==> src/rtl/dla_pkg.sv <==
// Shared DLA types, widths and the int8 requantisation helper.
// Define DLA_RELU_EN to clamp requantised results to [0,127] instead of [-128,127].
`ifndef HWORD
`define HWORD 16
`endif
`ifndef BYTE
`define BYTE 8
`endif
`ifndef MAC_NUM
`define MAC_NUM 9
`endif

package dla_pkg;

  localparam int unsigned MAC_NUM  = `MAC_NUM;
  localparam int unsigned ACC_W    = 32;
  localparam int unsigned SHIFT_W  = 5;
  localparam int unsigned CH_CNT_W = 10;
  localparam int unsigned TREE_W   = `HWORD + 4;

  typedef logic signed [`HWORD-1:0] prod_t;
  typedef logic signed [TREE_W-1:0] tree_t;
  typedef logic signed [ACC_W-1:0]  acc_t;
  typedef logic signed [`BYTE-1:0]  q8_t;
  // One guard bit so the rounding offset can never wrap the accumulator value.
  typedef logic signed [ACC_W:0]    wide_t;

  localparam wide_t Q_MAX = wide_t'(127);
  localparam wide_t Q_MIN = wide_t'(-128);
  localparam wide_t Q_ZERO = wide_t'(0);

  function automatic q8_t requant_sat(input acc_t x, input logic [SHIFT_W-1:0] sh);
    wide_t rnd;
    wide_t r;
    wide_t y;
    q8_t   q;
    rnd = '0;
    if (sh != '0) rnd = wide_t'(1) << (sh - SHIFT_W'(1));
    r = wide_t'(x) + rnd;
    y = r >>> sh;
`ifdef DLA_RELU_EN
    if (y < Q_ZERO)     q = '0;
    else if (y > Q_MAX) q = q8_t'(8'sd127);
    else                q = y[`BYTE-1:0];
`else
    if (y < Q_MIN)      q = q8_t'(-8'sd128);
    else if (y > Q_MAX) q = q8_t'(8'sd127);
    else                q = y[`BYTE-1:0];
`endif
    return q;
  endfunction

endpackage

==> src/rtl/adder_tree9.sv <==
// Combinational signed reduction of one MAC_NUM-product window.
module adder_tree9
  import dla_pkg::*;
(
  input  prod_t i_prod [MAC_NUM],
  output tree_t o_sum
);

  // Four guard bits cover nine int16 terms, so the sum cannot overflow.
  always_comb begin
    o_sum = '0;
    for (int unsigned i = 0; i < MAC_NUM; i++) begin
      o_sum = o_sum + tree_t'(i_prod[i]);
    end
  end

endmodule

==> src/rtl/psum_accum.sv <==
// Partial-sum accumulator: window adder tree, channel accumulation, bias and
// int8 requantisation, with a valid/ready output. Clamp mode set by DLA_RELU_EN.
module psum_accum
  import dla_pkg::*;
(
  input  logic                clk,
  input  logic                rst,
  input  logic                in_valid,
  output logic                in_ready,
  input  prod_t               mul_result [MAC_NUM],
  input  logic                in_last,
  input  acc_t                bias,
  input  logic [SHIFT_W-1:0]  shift,
  output logic                out_valid,
  input  logic                out_ready,
  output q8_t                 out_data,
  output logic [CH_CNT_W-1:0] ch_cnt
);

  logic                w_adv;
  tree_t               w_tree_sum;
  acc_t                w_acc_next;
  logic [CH_CNT_W-1:0] w_cnt_inc;

  logic                r_a_valid;
  logic                r_a_last;
  tree_t               r_a_sum;
  acc_t                r_acc;
  logic                r_first;
  logic [CH_CNT_W-1:0] r_cnt;
  logic                r_out_valid;
  q8_t                 r_out_data;
  logic [CH_CNT_W-1:0] r_ch_cnt;

  adder_tree9 u_tree (
    .i_prod (mul_result),
    .o_sum  (w_tree_sum)
  );

  // Whole pipeline advances together; only a held output result stalls it.
  assign w_adv    = !r_out_valid || out_ready;
  assign in_ready = w_adv;

  assign w_acc_next = (r_first ? bias : r_acc) + acc_t'(w_a_sum_ext());
  assign w_cnt_inc  = (&r_cnt) ? r_cnt : r_cnt + CH_CNT_W'(1);

  function automatic acc_t w_a_sum_ext();
    return acc_t'(r_a_sum);
  endfunction

  // Stage A: registered tree output.
  always_ff @(posedge clk or posedge rst) begin
    if (rst) begin
      r_a_valid <= 1'b0;
      r_a_last  <= 1'b0;
      r_a_sum   <= '0;
    end else if (w_adv) begin
      r_a_valid <= in_valid;
      if (in_valid) begin
        r_a_sum  <= w_tree_sum;
        r_a_last <= in_last;
      end
    end
  end

  // Stage B: accumulate across channels; the last beat emits a result.
  always_ff @(posedge clk or posedge rst) begin
    if (rst) begin
      r_acc       <= '0;
      r_first     <= 1'b1;
      r_cnt       <= '0;
      r_out_valid <= 1'b0;
      r_out_data  <= '0;
      r_ch_cnt    <= '0;
    end else if (w_adv) begin
      r_out_valid <= r_a_valid && r_a_last;
      if (r_a_valid) begin
        if (!r_a_last) begin
          r_acc   <= w_acc_next;
          r_first <= 1'b0;
          r_cnt   <= w_cnt_inc;
        end else begin
          r_out_data <= requant_sat(w_acc_next, shift);
          r_ch_cnt   <= w_cnt_inc;
          r_acc      <= '0;
          r_first    <= 1'b1;
          r_cnt      <= '0;
        end
      end
    end
  end

  assign out_valid = r_out_valid;
  assign out_data  = r_out_data;
  assign ch_cnt    = r_ch_cnt;

endmodule

==> config.mk <==
export PLATFORM = sky130hd
export DESIGN_NAME = psum_accum
export DESIGN_NICKNAME = d
export VERILOG_FILES = /design/src/rtl/dla_pkg.sv /design/src/rtl/adder_tree9.sv /design/src/rtl/psum_accum.sv
export SDC_FILE = /design/constraint.sdc
export NUM_CORES = 1
export LEC_CHECK = 0
export ABC_AREA = 0
export BUFFER_PORTS_ARGS = -buffer_cell sky130_fd_sc_hd__buf_2
export CELL_PAD_IN_SITES_DETAIL_PLACEMENT = 0
export CELL_PAD_IN_SITES_GLOBAL_PLACEMENT = 1
export CORE_UTILIZATION = 30
export DETAILED_ROUTE_END_ITERATION = 7
export GPL_TIMING_DRIVEN = 1
export PLACE_DENSITY = 0.65
export SETUP_SLACK_MARGIN = 0.3
export SLEW_MARGIN = 5
export SYNTH_ARGS = -nofsm -noshare
export SYNTH_HDL_FRONTEND = slang
export SYNTH_SLANG_ARGS = --single-unit
==> constraint.sdc <==
create_clock -name clk -period 9.45 [get_ports clk]
set_input_delay 1.4175 -clock clk [delete_from_list [all_inputs] [get_ports clk]]
set_output_delay 1.4175 -clock clk [all_outputs]
set_load 0.005 [all_outputs]
==> results.json <==
{
  "status": "complete, no violations",
  "fin_skew_ns": 0.0122,
  "pwr-share-clk_pct": 5.3,
  "final_common_cell": "buf_2",
  "ant_nets": 0,
  "synth_area_sq_um": 13800,
  "pwr-share-seq_pct": 8.6,
  "holdCritStartpoint": "ch_cnt[1]$_DFFE_PP0P_",
  "rsz0062_at_grt": "no",
  "syn_avg_cell_area_sq_um": 8.52,
  "dp_hpwl_microns": 34000,
  "p_switching_uw": 3770,
  "powerDensity_nw_per_um2": 436,
  "clk_pin_slew_worst_paths_ns": 0.07,
  "hold_class": "reg2reg",
  "rows": 78,
  "clockBufferDepth": 2,
  "synth_ff_type": "dfrtp_1",
  "tns_ns": 0,
  "synth_warnings": 0,
  "overflow": 0,
  "wl_per_cell_microns": 17.8,
  "gr-usage-met3_pct": 2.57,
  "die_y_microns": 216,
  "p_comb_share_pct": 86.1,
  "pre_cts_ws_ns": 0.592,
  "rrSetupSlack_ns": 1.16,
  "rr_startpoint": "r_first$_DFFE_PP1P_",
  "start_util_pct": 30.4,
  "synth_nets": 2004,
  "yosysSeqAreaShare_pct": 15.3,
  "grt_util_all_layers_pct": 18.5,
  "cts_tree": "built",
  "cts_resized": 0,
  "synth_edf_count": 0,
  "ios": 206,
  "swShare_pct": 55.3,
  "ys_types": 104,
  "grtUsageMet1_pct": 25.8,
  "clkLatencyLatePin_ns": 0.37,
  "layout-drive-gt1-share_pct": 19.1,
  "fin_crit_sh_pct": 90.0,
  "p_leak_uw": 0.00703,
  "cts_sinks": 84,
  "cp.arrival_ns": 8.73,
  "min_period_ns": 8.51,
  "min_path_cells": 2,
  "fp.dieArea_sq_um": 46700,
  "dr.pass1.iters": 8,
  "routabilityCongestion": 0.912,
  "end_kind": "flop",
  "synth_top_area_cell": "dfrtp_1",
  "syn-instance-count": 1615,
  "synthTopCellsByArea": "dfrtp_1 (15%), fa_1 (15%), ha_1 (9.2%)",
  "drc": 0,
  "layout_common_cells": "buf_2 (205), nand2_1 (137), nor2_1 (113)",
  "peakVddDrop_uv": 129,
  "synth_top_area_share_pct": 15.1,
  "finalSetupViolCount": 0,
  "nets": 2160,
  "portBuffers": 205,
  "async_reset_ff_share_pct": 100,
  "critPathRequiredTime_ns": 9.68,
  "hold-path-endpoint": "ch_cnt[1]$_DFFE_PP0P_",
  "fin_cells": 2377,
  "drv_slew": 0,
  "busiest_layer": "met2",
  "design.core.area_sq_um": 45300,
  "p_int_uw": 3050,
  "antenna_found_initial": 1,
  "area_growth_pct": 13.7,
  "htreeDepth": 3,
  "synth_seq_cells": 84,
  "drv_cap": 0,
  "setup_ws_ns": 0.943,
  "post_cts_buffers": 0,
  "grt_pass1_vias": 12900,
  "numCtsBuffers": 9,
  "critPathMaxFanout": 17,
  "path_class": "in2reg",
  "dr.first_iter.drc_count": 1032,
  "reg2reg_depth": 28,
  "grt.met2_usage_pct": 30.5,
  "vias": 12700,
  "ctsHoldBuffers": 0,
  "numPlacedInstances": 2360,
  "vias_per_cell": 5.34,
  "tightest_slew_ns": 0.955,
  "ctsRootBufferMaster": "clkbuf_16",
  "start_kind": "input port",
  "grt_pass1_wl_microns": 70000,
  "slew_headroom_pct": 36.2,
  "grt_max_degree": 47,
  "hold_viol_final": 0,
  "routed_wl_microns": 42400,
  "timing.fmax_ghz": 0.118,
  "die_w_microns": 216,
  "rr_endpoint": "out_data[3]$_DFFE_PP0P_"
}
[sequential cells by signal, indices dropped and copies added, names as in the netlist]
signal / cells
r_acc: 32
r_a_last: 1
out_valid: 1
r_a_valid: 1
r_a_sum: 20
out_data: 8
r_cnt: 10
r_first: 1
ch_cnt: 10
[cells in the mapped netlist, types with 8 or more instances]
| cell | number |
|---|---|
| dfrtp_1 | 83 |
| xnor2_1 | 62 |
| a21oi_1 | 110 |
| inv_1 | 111 |
| mux4_2 | 8 |
| nand2_1 | 137 |
| a211o_1 | 13 |
| a221oi_1 | 10 |
| nor2_1 | 114 |
| o21bai_1 | 24 |
| o211ai_1 | 20 |
| mux2i_1 | 36 |
| a211oi_1 | 20 |
| and3_1 | 21 |
| nor3_1 | 40 |
| and2_1 | 10 |
| o31ai_1 | 16 |
| nor2b_1 | 9 |
| fa_1 | 102 |
| o21ai_0 | 93 |
| nand3_1 | 37 |
| a31oi_1 | 10 |
| a22o_1 | 32 |
| nand2b_1 | 13 |
| xor2_1 | 26 |
| clkbuf_1 | 53 |
| o211a_1 | 8 |
| a21o_1 | 30 |
| buf_2 | 14 |
| mux2_2 | 46 |
| nand4_1 | 20 |
| o22ai_1 | 8 |
| o21a_1 | 23 |
| buf_1 | 10 |
| ha_1 | 101 |
[layer usage]
metal / routed length [microns] / vias to the layer above
li1: - / 6223
met1: 20200 / 6151
met2: 19900 / 287
met3: 1780 / 42
met4: 597 / 0
met5: 0 / -
[worst max-delay path by stage]
| stage | from | to | slack (ns) | cells after the start |
|---|---|---|---|---|
| 5_1_grt | bias[0] | out_data[3]$_DFFE_PP0P_ | 0.40 | 28 |
| 3_5_place_dp | bias[0] | out_data[3]$_DFFE_PP0P_ | 0.59 | 28 |
| 4_1_cts | bias[0] | out_data[3]$_DFFE_PP0P_ | 0.98 | 28 |
| 2_1_floorplan | bias[0] | out_data[3]$_DFFE_PP0P_ | 1.86 | 28 |
| 3_3_place_gp | bias[0] | out_data[3]$_DFFE_PP0P_ | 0.67 | 28 |
| 6_report | bias[0] | out_data[3]$_DFFE_PP0P_ | 0.94 | 28 |
[cell type report]
class	count	area, sq um
tap	600	751
antenna	1	2.50
inverter	114	429
fill	4798	29600
clock buffer	9	225
sequential	84	2100
multi-input combinational	1333	10900
clock inverter	7	63.8
timing repair buffer	229	1210
[worst max-delay path: stages]
cell,delay (ns)
buf_2,0.11
mux2_2,0.26
ha_1,0.21
fa_1,0.40
a21o_1,0.17
a21oi_1,0.34
o21a_1,0.18
o21ai_0,0.18
a21oi_1,0.31
o311a_1,0.21
a211o_1,0.24
o211ai_1,0.13
a31o_2,0.26
a21oi_1,0.17
xnor2_1,0.17
ha_1,0.46
a21o_1,0.30
a21o_1,0.18
a21oi_1,0.37
o311ai_0,0.18
a211o_1,0.30
or3_4,0.41
a21oi_1,0.21
a221oi_1,0.10
mux2_2,0.33
or4_1,0.59
o31ai_4,0.38
a32oi_1,0.15
[per-stage QoR]
stage,utilization (%),instance area [sq um],hold slack [ns],total power [uW]
final,34.5,15600,0.472,6830
after global routing,34.5,15600,0.504,7600
after CTS,34.5,15600,0.481,6830
after detailed placement,33.9,15400,0.466,6420
after global placement,33.9,15400,0.457,6440
after floorplan,-,13800,0.445,5100
[power by group through the flow]
stage	sequential (uW)	clock, uW	combinational (uW)
floorplan	563	0	4540
global placement	596	0	5850
detailed placement	597	0	5830
CTS	591	375	5870
global route	609	390	6610
finish	590	361	5880
[cell families after synthesis]
kind of cell,count (synthesis),share of synthesized area [%]
xor gates and xnor gates,89,5.72
adders and majority gates,203,24.0
DFF,84,15.3
buffers and inverters,198,5.78
AOI/OAI and AO/OA,509,26.1
muxes,90,7.70
and+or+nand+nor,441,15.3
other,1,0.0273
No activity file was read; power rests on OpenSTA's default activity.
